==> config.mk <==
export PLATFORM = sky130hd
export DESIGN_NAME = chassis_motion_ctrl
export DESIGN_NICKNAME = d
export VERILOG_FILES = /design/src/rtl/chassis_pkg.sv /design/src/rtl/chassis_pwm_gen.sv /design/src/rtl/chassis_motion_ctrl.sv
export SDC_FILE = /design/constraint.sdc
export NUM_CORES = 1
export LEC_CHECK = 0
export BUFFER_PORTS_ARGS = -buffer_cell sky130_fd_sc_hd__buf_2
export CELL_PAD_IN_SITES_DETAIL_PLACEMENT = 1
export CELL_PAD_IN_SITES_GLOBAL_PLACEMENT = 2
export CORE_UTILIZATION = 38
export DETAILED_ROUTE_END_ITERATION = 8
export GPL_ROUTABILITY_DRIVEN = 0
export PLACE_DENSITY = 0.83
export SYNTH_ARGS = -nofsm -noshare
export SYNTH_HDL_FRONTEND = slang
export SYNTH_SLANG_ARGS = --single-unit
==> constraint.sdc <==
create_clock -name clk -period 5.51 [get_ports clk]
set_clock_uncertainty 0.05 [all_clocks]
set_input_delay 0.551 -clock clk [delete_from_list [all_inputs] [get_ports clk]]
set_output_delay 0.551 -clock clk [all_outputs]
set_load 0.03 [all_outputs]
==> src/rtl/chassis_pkg.sv <==
// Shared encodings for the chassis motion controller: direction codes,
// per-motor bridge states and controller FSM states.
package chassis_pkg;

  localparam int DIR_STOP  = 0;
  localparam int DIR_FWD   = 1;
  localparam int DIR_BACK  = 2;
  localparam int DIR_LEFT  = 3;
  localparam int DIR_RIGHT = 4;

  typedef enum logic [1:0] {
    MOT_OFF = 2'd0,
    MOT_FWD = 2'd1,
    MOT_REV = 2'd2
  } motor_state_e;

  typedef enum logic {
    ST_RUN  = 1'b0,
    ST_DEAD = 1'b1
  } fsm_state_e;

  // A direct FWD<->REV swap would shoot through the bridge; OFF transitions are safe.
  function automatic logic is_reversal(input motor_state_e cur, input motor_state_e tgt);
    return ((cur == MOT_FWD) && (tgt == MOT_REV)) ||
           ((cur == MOT_REV) && (tgt == MOT_FWD));
  endfunction

endpackage

==> src/rtl/chassis_pwm_gen.sv <==
// Free-running PWM counter with duty compare; an all-ones speed means
// permanently on so full speed has no off slot in the period.
module chassis_pwm_gen #(
  parameter int PWM_WIDTH = 8
) (
  input  logic                 clk,
  input  logic                 rst,
  input  logic [PWM_WIDTH-1:0] speed,
  output logic                 pwm_on
);

  logic [PWM_WIDTH-1:0] cnt_q;
  logic [PWM_WIDTH-1:0] cnt_d;

  assign cnt_d = cnt_q + PWM_WIDTH'(1);

  // NOTE: registers are written with non-blocking (<=) so every flop samples
  // pre-edge values regardless of process ordering.
  always_ff @(posedge clk) begin
    if (rst) cnt_q <= '0;
    else     cnt_q <= cnt_d;
  end

  assign pwm_on = (speed == '1) || (cnt_q < speed);

endmodule

==> src/rtl/chassis_motion_ctrl.sv <==
// Chassis drive controller: decodes direction commands into per-motor H-bridge
// states, inserts a dead-time on reversal and gates the pins with PWM.
module chassis_motion_ctrl
  import chassis_pkg::*;
#(
  parameter int NUM_MOTORS      = 4,
  parameter int DIRECTION_WIDTH = 3,
  parameter int PWM_WIDTH       = 8,
  parameter int DEAD_CYCLES     = 1000
) (
  input  logic                       clk,
  input  logic                       rst,
  input  logic                       cmd_valid,
  input  logic [DIRECTION_WIDTH-1:0] cmd_dir,
  input  logic [PWM_WIDTH-1:0]       cmd_speed,
  output logic                       cmd_ready,
  output logic [2*NUM_MOTORS-1:0]    dir_out,
  output logic                       busy
);

  localparam int CNT_W = (DEAD_CYCLES > 1) ? $clog2(DEAD_CYCLES) : 1;
  localparam logic [CNT_W-1:0] DEAD_LOAD = CNT_W'(DEAD_CYCLES - 1);

  fsm_state_e              state_q, state_d;
  logic [CNT_W-1:0]        dead_q, dead_d;
  logic [PWM_WIDTH-1:0]    speed_q, speed_d;
  motor_state_e            motor_q   [NUM_MOTORS];
  motor_state_e            motor_d   [NUM_MOTORS];
  motor_state_e            pending_q [NUM_MOTORS];
  motor_state_e            pending_d [NUM_MOTORS];
  motor_state_e            target    [NUM_MOTORS];
  logic [NUM_MOTORS-1:0]   reversing;
  logic [2*NUM_MOTORS-1:0] dir_q, dir_d;
  logic                    accept;
  logic                    pwm_on;

  assign cmd_ready = (state_q == ST_RUN) && !rst;
  assign busy      = (state_q == ST_DEAD);
  assign accept    = cmd_valid && cmd_ready;
  assign dir_out   = dir_q;

  chassis_pwm_gen #(.PWM_WIDTH(PWM_WIDTH)) u_pwm (
    .clk    (clk),
    .rst    (rst),
    .speed  (speed_q),
    .pwm_on (pwm_on)
  );

  // Left spins the first half of the motors backward; right is the mirror image.
  always_comb begin : decode
    for (int m = 0; m < NUM_MOTORS; m++) begin
      case (cmd_dir)
        DIRECTION_WIDTH'(DIR_FWD):   target[m] = MOT_FWD;
        DIRECTION_WIDTH'(DIR_BACK):  target[m] = MOT_REV;
        DIRECTION_WIDTH'(DIR_LEFT):  target[m] = (m < NUM_MOTORS / 2) ? MOT_REV : MOT_FWD;
        DIRECTION_WIDTH'(DIR_RIGHT): target[m] = (m < NUM_MOTORS / 2) ? MOT_FWD : MOT_REV;
        default:                     target[m] = MOT_OFF;
      endcase
      reversing[m] = is_reversal(motor_q[m], target[m]);
    end
  end

  // NOTE: every signal driven here gets its hold value first, so no path can
  // leave one unassigned and infer a latch.
  always_comb begin : next_state
    state_d   = state_q;
    dead_d    = dead_q;
    speed_d   = speed_q;
    motor_d   = motor_q;
    pending_d = pending_q;
    case (state_q)
      ST_RUN: begin
        if (accept) begin
          speed_d   = cmd_speed;
          pending_d = target;
          for (int m = 0; m < NUM_MOTORS; m++) begin
            motor_d[m] = reversing[m] ? MOT_OFF : target[m];
          end
          if (|reversing) begin
            state_d = ST_DEAD;
            dead_d  = DEAD_LOAD;
          end
        end
      end
      ST_DEAD: begin
        // Non-reversing motors already hold their pending target, so loading all is safe.
        if (dead_q == '0) begin
          motor_d = pending_q;
          state_d = ST_RUN;
        end else begin
          dead_d = dead_q - CNT_W'(1);
        end
      end
      default: state_d = ST_RUN;
    endcase
  end

  always_comb begin : pin_map
    dir_d = '0;
    for (int m = 0; m < NUM_MOTORS; m++) begin
      dir_d[2*m]   = (motor_q[m] == MOT_FWD) && pwm_on;
      dir_d[2*m+1] = (motor_q[m] == MOT_REV) && pwm_on;
    end
  end

  // NOTE: the small motor/pending arrays are control state, not storage, so
  // they are reset; a reset mid dead-time must drop the pending targets.
  always_ff @(posedge clk) begin
    if (rst) begin
      state_q <= ST_RUN;
      dead_q  <= '0;
      speed_q <= '0;
      dir_q   <= '0;
      for (int m = 0; m < NUM_MOTORS; m++) begin
        motor_q[m]   <= MOT_OFF;
        pending_q[m] <= MOT_OFF;
      end
    end else begin
      state_q   <= state_d;
      dead_q    <= dead_d;
      speed_q   <= speed_d;
      dir_q     <= dir_d;
      motor_q   <= motor_d;
      pending_q <= pending_d;
    end
  end

endmodule

Word-level counts from Yosys, hierarchy flattened
Cells that the tools add are included.
{"block": "word_totals", "in_bits": 14, "ff_bits": 47}
{"block": "classes", "mux": 17, "n_eq_ne": 21, "reduce_logical": 33, "addsub": 2, "bitwise": 1, "n_lt_le_gt_ge": 1}
{"operator": "10-bit two-way mux", "count": 3}
{"operator": "10-bit case mux with 2 select lines", "count": 1}
{"operator": "1-bit logical AND", "count": 18}
{"operator": "8-bit two-way mux", "count": 2}
{"operator": "8-bit case mux with 2 select lines", "count": 1}
{"operator": "2-bit by 1-bit equality test with 1-bit output, second input constant", "count": 6}
{"operator": "2-bit equality test, second input constant", "count": 6}
{"operator": "10-bit zero test", "count": 1}
{"operator": "10-bit by 1-bit subtractor with 10-bit output, second input constant", "count": 1}
{"operator": "8-bit by 1-bit adder with 8-bit output, second input constant", "count": 1}
{"operator": "8-bit equality test, second input constant", "count": 1}
{"operator": "8-bit less-than comparator", "count": 1}
{"operator": "2-bit two-way mux", "count": 4}
{"operator": "2-bit case mux with 2 select lines", "count": 2}
{"operator": "2-bit OR reduction", "count": 4}
{"operator": "3-bit by 2-bit equality test with 1-bit output, second input constant", "count": 2}
{"operator": "1-bit logical OR", "count": 5}
{"operator": "2-bit by 1-bit != test with 1-bit output, second input constant", "count": 2}
{"operator": "2-bit != test, second input constant", "count": 2}
{"operator": "2-bit AND reduction", "count": 2}
{"operator": "4-bit OR reduction", "count": 1}
{"operator": "3-bit by 1-bit equality test with 1-bit output, second input constant", "count": 1}
{"operator": "3-bit equality test, second input constant", "count": 1}
{"operator": "1-bit two-way mux", "count": 3}
{"operator": "4 further kinds", "count": 4}

Logic depth before layout (Yosys ltp)
Gate-level depths: netlist of the first run.
{"block": "logic_depth", "word_depth": 10, "depth_mapped": 7, "ltp_nobuf": 7}

Modules after synthesis
From an unflattened synthesis of the first run, not the netlist that was laid out.
{"block": "unflattened", "cells_unflattened": 273, "area_unflattened_um2": 2283.4}
{"mod": "chassis_motion_ctrl", "seq_area_each_um2": 780.7, "n_inst": 1, "cells_per_inst": 215, "area_per_inst_um2": 1791.7}
{"mod": "chassis_pwm_gen", "seq_area_each_um2": 160.2, "n_inst": 1, "cells_per_inst": 58, "area_per_inst_um2": 491.7}

Worst setup path before layout of the first run
OpenSTA, ideal clock, no wires.
{"block": "synth_timing", "kind": "register to register", "from": "reg state_q, in the netlist busy", "to": "reg dead_q[3]", "required_ns": 5.343, "setup_ns": 0.117, "path_stages_with_launch": 7, "period_less_slack_ns": 2.245, "t_arrival_ns": 2.078, "n_path_buf": 1, "setup_slack_ns": 3.265, "cell_sequence": "dfxtp_1 > clkbuf_1 > nor2_1 > nand2_1 > a211oi_1 > nor3_4 > a32o_2"}
{"block": "synth_via", "elab_chain_cells": 5, "word_cells_on_any_way": 8, "classes_between": "eq/ne (3); mux (1); bitwise (1); reduce/logical (3)"}
{"element": "from (decl)", "line_no": "chassis_motion_ctrl.sv:24", "rtl": "fsm_state_e state_q, state_d;"}
{"element": "from (signal assigned)", "line_no": "chassis_motion_ctrl.sv:119", "rtl": "state_q <= state_d;"}
{"element": "1-bit inverter (no line)"}
{"element": "1-bit logical AND", "line_no": "chassis_motion_ctrl.sv:37", "rtl": "assign cmd_ready = (state_q == ST_RUN) && !rst;"}
{"element": "net cmd_ready", "line_no": "chassis_motion_ctrl.sv:16", "rtl": "output logic cmd_ready,"}
{"element": "1-bit logical AND", "line_no": "chassis_motion_ctrl.sv:39", "rtl": "assign accept = cmd_valid && cmd_ready;"}
{"element": "2-bit != test (no line)"}
{"element": "3-bit AND reduction (no line)"}
{"element": "to (signal assigned)", "line_no": "chassis_motion_ctrl.sv:111", "rtl": "dead_q <= '0;"}
{"element": "to (signal assigned)", "line_no": "chassis_motion_ctrl.sv:120", "rtl": "dead_q <= dead_d;"}
{"element": "to (decl)", "line_no": "chassis_motion_ctrl.sv:25", "rtl": "logic [CNT_W-1:0] dead_q, dead_d;"}
The timed path passes the listed nets, and every way through them passes these cells.
A chain may end at the register's enable or synchronous reset.

Final worst setup path of the first run
{"block": "layout_timing", "from": "reg dead_q[0]", "to": "reg dead_q[6]"}
{"block": "layout_via", "elab_chain_cells": 3, "word_cells_on_any_way": 6, "classes_between": "add/sub (1); eq/ne (1); mux (2); reduce/logical (2)"}
{"element": "10-bit by 1-bit subtractor with 10-bit output / 10-bit zero test (equally long branches)", "line_no": "chassis_motion_ctrl.sv:91, chassis_motion_ctrl.sv:87"}
{"element": "10-bit two-way mux / 2-bit != test (equally long branches)"}
{"element": "10-bit case mux with 2 select lines / 3-bit AND reduction (equally long branches)"}
Parallel ways exist; a longest one is shown, timed or not. The select of a mux whose other input is x is not followed.

==> results.json, run 1 <==
{
  "die_h_um": 77.9,
  "p_comb_share_pct": 20.1,
  "ios": 24,
  "r2r_setup_slack_ns": 3.21,
  "grt_start_max_net_pins": 32,
  "syn_avg_cell_area_um2": 8.71,
  "max-vdd-ir-drop_mv": 0.163,
  "synth_cell_type_count": 46,
  "critPathCaptureType": "register",
  "grt_pass1_wl_um": 8620,
  "std_cell_rows": 27,
  "cts_setup_buffers": 0,
  "rsz0062_at_grt": "false",
  "vias": 1823,
  "report.final.hold_viol_count": 0,
  "max_slew_vio_count": 0,
  "power.clock.fraction_pct": 27.8,
  "fp.dieW_um": 77.9,
  "die-area_um2": 6060,
  "globalRouteOverflowTotal": 0,
  "ys_warn_count": 0,
  "cts_buffer_depth": 2,
  "synth_async_reset_ratio_pct": 0,
  "drtIter0Drc": 54,
  "fmaxAchievable_mhz": 436,
  "hold_buffers": 0,
  "dp.final_hpwl_um": 3720,
  "max-slew-margin-rel_pct": 49.1,
  "max_cap_violations": 0,
  "diodes": 0,
  "sequentialPowerShare_pct": 52.1,
  "drtPass1Iterations": 4,
  "worst_ep_arrival_time_ns": 2.40,
  "worst-slew-pin-transition_ns": 0.764,
  "route.detailed.drc": 0,
  "run_status": "completed",
  "swShare_pct": 30.1,
  "setup_tns_ns": 0,
  "most_common_cell_after_layout_fill_and_taps_aside": "dfxtp_1",
  "tritoncts": "built",
  "synth.net_count": 274,
  "initial_utilization_pct": 39.5,
  "postSynthCellCount": 251,
  "worstSkewPairLatency_ns": 0.30,
  "finalPower_uw": 736,
  "drtAntennaViolNets": 0,
  "timing.rr.start": "dead_q[0]",
  "core_area_um2": 5540,
  "nets": 295,
  "crit_fanout": 8,
  "fin_crit_ns": 2.30,
  "synth-seq-area-share_pct": 43.0,
  "path_class": "register to register",
  "final_layout_size_suffix_gt1_share_pct": 14.7,
  "post_synth_edffs": 0,
  "timing.hold.worst.class": "primary input to register",
  "clkSlewWorstSetupHoldPaths_ns": 0.09,
  "hold_path_end": "speed_q[6]",
  "cts_htree_levels": 2,
  "power_density_nw_per_um2": 302,
  "grt_pass1_vias": 1808,
  "power.leakage_uw": 0.000959,
  "cts_buffers": 5,
  "antenna_found_initial": 0,
  "layout.cells.most_common_list": "dfxtp_1 (47), nand2_1 (28), buf_2 (23)",
  "cellInternalPower_uw": 515,
  "vias_per_cell": 5.28,
  "clk_root_buffer_cell": "clkbuf_8",
  "timing.hold.worst_path_depth": 3,
  "finalCritPeriodShare_pct": 41.7,
  "r2r-end": "dead_q[6]",
  "avgRoutedWirePerCell_um": 14.9,
  "gr-usage-all-layers_pct": 18.1,
  "setup_viol": 0,
  "synthToLayoutAreaGrowth_pct": 11.6,
  "postCtsResizedCells": 0,
  "utilization_pct": 44.0,
  "power.net_switching_uw": 222,
  "synth_ff_type": "dfxtp_1",
  "timing.hold.worst.start": "cmd_speed[6]",
  "synth_seq_cells": 47,
  "crit_path_start_kind": "register",
  "timing.reg2reg.worst_path_depth": 7,
  "port_buffers": 23,
  "cp_data_required_time_ns": 5.61,
  "drt-total-wl_um": 5140,
  "netlist_area_um2": 2190,
  "numClockSinks": 47
}
[critical path: stages (launching register included)]
cell	delay [ns]
dfxtp_1	0.32
inv_1	0.09
ha_1	0.22
or4b_4	0.52
nor3_4	0.31
nor2_2	0.12
nor3_4	0.37
a221oi_1	0.15
[through the flow]
step / hold slack, ns / cell area [um^2] / setup WS, ns / instances
floorplan: 0.371 / 2190 / 3.26 / 251
global placement: 0.397 / 2360 / 3.03 / 337
detailed placement: 0.407 / 2360 / 2.97 / 337
CTS: 0.382 / 2440 / 3.18 / 345
global route: 0.395 / 2440 / 3.05 / 345
finish: 0.388 / 2440 / 3.21 / 345
[routing by layer]
| metal | routed length [um] | track usage [%] | up-vias |
|---|---|---|---|
| li1 | - | - | 924 |
| met1 | 2530 | 23.9 | 870 |
| met2 | 2430 | 29.9 | 25 |
| met3 | 140 | 3.65 | 4 |
| met4 | 47 | 5.09 | 0 |
| met5 | 0 | 0 | - |
[Yosys cell counts (2+ instances only)]
master / n / area, um^2
and3_1: 2 / 12.5
inv_1: 15 / 56.3
dfxtp_1: 47 / 941
nand3b_1: 2 / 15.0
nor3b_1: 8 / 60.1
o21ai_0: 10 / 50.1
o21a_1: 6 / 45.0
or3_1: 2 / 12.5
ha_1: 9 / 113
nand3_1: 6 / 30.0
nand2_1: 28 / 105
nor2_1: 22 / 82.6
nor3_4: 2 / 32.5
a221oi_1: 6 / 52.6
or3_2: 2 / 15.0
nand2b_1: 5 / 31.3
xnor2_1: 7 / 61.3
o31ai_1: 10 / 75.1
nor2b_1: 7 / 43.8
clkbuf_1: 8 / 30.0
xor2_1: 4 / 35.0
a21oi_1: 16 / 80.1
and4_1: 2 / 17.5
a211oi_1: 2 / 15.0
nor4_1: 2 / 12.5
[how the worst max path moves through the flow]
stage,startpoint,end,slack [ns],cells after the start
floorplan,busy,dead_q[3],3.26,6
finish,dead_q[0],dead_q[6],3.21,7
detailed placement,rst,motor_q[4],2.97,6
CTS,dead_q[0],dead_q[6],3.18,7
global route,busy,motor_q[4],3.05,5
global placement,rst,motor_q[6],3.03,6
[flip-flops by register name, indices dropped and copies added (netlist names)]
name         flops
busy             1
dead_q          10
dir_out          8
motor_q          8
pending_q        4
speed_q          8
u_pwm.cnt_q      8
[cells by family (layout without fill, tap and decap cells)]
| family | after synthesis | in the layout | share of synthesized area (%) |
|---|---|---|---|
| XOR/XNOR | 11 | 11 | 4.40 |
| buffers and inverters | 25 | 47 | 4.29 |
| AND/OR/NAND/NOR | 97 | 97 | 24.1 |
| AO/OA/AOI/OAI | 62 | 62 | 19.1 |
| adder cells (fa/ha/maj) | 9 | 9 | 5.15 |
| flip-flops | 47 | 47 | 43.0 |
[power by group through the flow]
| stage | sequential, uW | combinational, uW | clock, uW |
|---|---|---|---|
| 2_1_floorplan | 391 | 109 | 0 |
| 4_1_cts | 384 | 150 | 211 |
| 6_report | 384 | 148 | 204 |
| 3_3_place_gp | 392 | 147 | 0 |
| 5_1_grt | 388 | 166 | 224 |
| 3_5_place_dp | 392 | 149 | 0 |
[cell type report]
cell class                 instances  area, um^2
clock buffer                       7        76.3
clock inverter                     1        5.00
fill                             695        3100
inverter                          16        60.1
multi-input combinational        179        1150
sequential                        47         941
tap                               72        90.1
timing repair buffer              23         115
Power figures use the tool's default switching activity.
==> run 2, diff against run 1 <==
--- a/config.mk
+++ b/config.mk
@@ -8,10 +8,10 @@
 export BUFFER_PORTS_ARGS = -buffer_cell sky130_fd_sc_hd__buf_2
 export CELL_PAD_IN_SITES_DETAIL_PLACEMENT = 1
 export CELL_PAD_IN_SITES_GLOBAL_PLACEMENT = 2
-export CORE_UTILIZATION = 38
+export CORE_UTILIZATION = 35
 export DETAILED_ROUTE_END_ITERATION = 8
 export GPL_ROUTABILITY_DRIVEN = 0
-export PLACE_DENSITY = 0.83
+export PLACE_DENSITY = 0.77
 export SYNTH_ARGS = -nofsm -noshare
 export SYNTH_HDL_FRONTEND = slang
 export SYNTH_SLANG_ARGS = --single-unit
==> constraint.sdc (replaced) <==
create_clock -name clk -period 2.34 [get_ports clk]
set_clock_uncertainty 0.05 [all_clocks]
set_input_delay 0.234 -clock clk [delete_from_list [all_inputs] [get_ports clk]]
set_output_delay 0.234 -clock clk [all_outputs]
set_load 0.03 [all_outputs]
==> run 2 against run 1 <==
Compared with the run above:
- sequential share of layout area shrank 0.53 points
- worst setup slack lost 3.0 ns
- sequential cell count is the same
- largest power group unchanged
- cell count grew 2.0%
- critical path type unchanged
- critical path depth is the same
- fmax grew 6.5%
- combinational power grew 140%
- non-clock buffer count grew 4
==> results.json, run 2 (synthesized netlist as in run 1, its figures left out) <==
{
  "drt-total-wl_um": 5070,
  "cts_htree_levels": 2,
  "core_area_um2": 5990,
  "ios": 24,
  "registers.top_by_ff_count": "dead_q",
  "synthToLayoutAreaGrowth_pct": 13.1,
  "timing.rr.start": "dead_q[0]",
  "nets": 299,
  "setup_viol": 0,
  "most_common_cell_after_layout_fill_and_taps_aside": "dfxtp_1",
  "power.net_switching_uw": 519,
  "die-area_um2": 6570,
  "p_comb_share_pct": 20.6,
  "initial_utilization_pct": 36.5,
  "report.final.hold_viol_count": 0,
  "power_density_nw_per_um2": 701,
  "n_fill_cell": 720,
  "max_slew_vio_count": 0,
  "multi_input_comb_area_um2": 1150,
  "cts_buffers": 5,
  "critical_path_buf_inv_count": 1,
  "timing.reg2reg.worst_path_depth": 7,
  "path_delay_family": "simple AND/OR/NAND/NOR gates",
  "route.detailed.drc": 0,
  "crit_path_start_kind": "register",
  "path_cells": "inv_1, ha_1, or4b_4, nor3_4, nor2_2, nor3_4, a221oi_1",
  "max_stage_delay_ns": 0.51,
  "std_cell_rows": 28,
  "worst-slew-pin-transition_ns": 0.739,
  "hold_path_end": "speed_q[6]",
  "sequentialPowerShare_pct": 51.9,
  "setup_tns_ns": 0,
  "worstSkewPairLatency_ns": 0.30,
  "drtPass1Iterations": 4,
  "r2r_setup_slack_ns": 0.18,
  "gr-usage-all-layers_pct": 17.2,
  "vias": 1821,
  "numClockSinks": 47,
  "timing.hold.worst.class": "primary input to register",
  "drtAntennaViolNets": 0,
  "avgRoutedWirePerCell_um": 14.4,
  "tritoncts": "built",
  "clkSlewWorstSetupHoldPaths_ns": 0.09,
  "worst_ep_arrival_time_ns": 2.28,
  "path_class": "register to register",
  "fp.dieW_um": 81.1,
  "antenna_found_initial": 0,
  "r2r-end": "dead_q[9]",
  "max_cap_violations": 0,
  "vias_per_cell": 5.17,
  "timing.hold.worst.start": "cmd_speed[6]",
  "swShare_pct": 29.9,
  "cts_buffer_depth": 2,
  "final-seq-area_um2": 941,
  "rsz0062_at_grt": "false",
  "cellInternalPower_uw": 1220,
  "max-slew-margin-rel_pct": 50.4,
  "fin_crit_ns": 2.16,
  "finalCritPeriodShare_pct": 92.1,
  "globalRouteOverflowTotal": 0,
  "drtIter0Drc": 58,
  "dp.final_hpwl_um": 3690,
  "cp_data_required_time_ns": 2.47,
  "critPathCaptureType": "register",
  "crit_fanout": 8,
  "critical-path-slowest-cell": "or4b_4",
  "max-vdd-ir-drop_mv": 0.297,
  "power.leakage_uw": 0.000980,
  "placed_cells": 344,
  "port_buffers": 23,
  "die_h_um": 81.1,
  "clk_root_buffer_cell": "clkbuf_8",
  "grt_pass1_vias": 1799,
  "grt_start_max_net_pins": 31,
  "run_status": "completed",
  "grt_pass1_wl_um": 8600,
  "power.clock.fraction_pct": 27.5,
  "layout.cells.most_common_list": "dfxtp_1 (47), nand2_1 (28), buf_2 (23)",
  "final_layout_size_suffix_gt1_share_pct": 15.9,
  "layoutNonFillerInstCount": 352,
  "diodes": 0,
  "largest_reg_flops": 10,
  "fmaxAchievable_mhz": 464,
  "timing.hold.worst_path_depth": 3,
  "cell_mode_on_critical_path": "nor3_4"
}
## run 2: changes by cell type in the layout (fill, tap and decap cells not counted), sizes merged
| cell | previous run | this run |
|---|---|---|
| buf | 23 | 27 |
## run 2: how the worst max path moves through the flow
stage / start / end / slack, ns / cells past startpoint
final: dead_q[0] / dead_q[9] / 0.18 / 7
after CTS: dead_q[0] / dead_q[7] / 0.14 / 7
after floorplan: busy / dead_q[3] / 0.09 / 6
after global placement: dead_q[0] / dead_q[6] / 0.21 / 7
after global routing: dead_q[0] / dead_q[7] / 0.04 / 7
after detailed placement: dead_q[0] / dead_q[7] / 0.16 / 7
## run 2: layout make-up
class	count	share of cell area [%]
clock buffers	7	3.09
clock inverters	1	0.202
inverters	16	2.43
multi-input cells	179	46.6
flip-flops and latches	47	38.0
well taps	75	3.79
repair buffers	27	5.87
## run 2: timing repair
item / CTS / global route
gates resized for setup: 0 / 0
hold buffers: 0 / 0
endpoints found under the setup margin: 0 / 2
buffers inserted: 0 / 0
## run 2: power groups by stage
stage	Clock, uW	Sequential, uW	Combinational (uW)
6_report	478	901	357
3_5_place_dp	0	919	356
4_1_cts	496	901	361
2_1_floorplan	0	922	256
3_3_place_gp	0	918	352
5_1_grt	531	910	402
## run 2: through the flow
stage / power [uW] / hold WS [ns] / cell area [um^2] / worst slack, ns / util (%)
after global placement: 1270 / 0.380 / 2390 / 0.215 / 39.9
after detailed placement: 1280 / 0.387 / 2390 / 0.155 / 39.9
after floorplan: 1180 / 0.292 / 2190 / 0.0950 / -
after CTS: 1760 / 0.0655 / 2470 / 0.137 / 41.3
final: 1730 / 0.0723 / 2470 / 0.184 / 41.3
after global routing: 1840 / 0.0731 / 2470 / 0.0424 / 41.3
## run 2: routing by layer
layer  share of wire [%]  wire (um)  up-vias  GRT usage [%]
met5                   0          0        -              0
met4                 1.2         63        0           5.71
met3                 2.9        146        8           3.48
met2                  45       2290       26           27.8
met1                  51       2570      851           22.8
li1                    -          -      936              -
## run 2: worst reg2reg max path, delay by kind of cell (launching register included)
family | cells | cell delay [ns]
AOI/OAI and AO/OA | 1 | 0.15
adders and majority gates | 1 | 0.21
buffers and inverters | 1 | 0.09
DFF | 1 | 0.32
and+or+nand+nor | 4 | 1.21
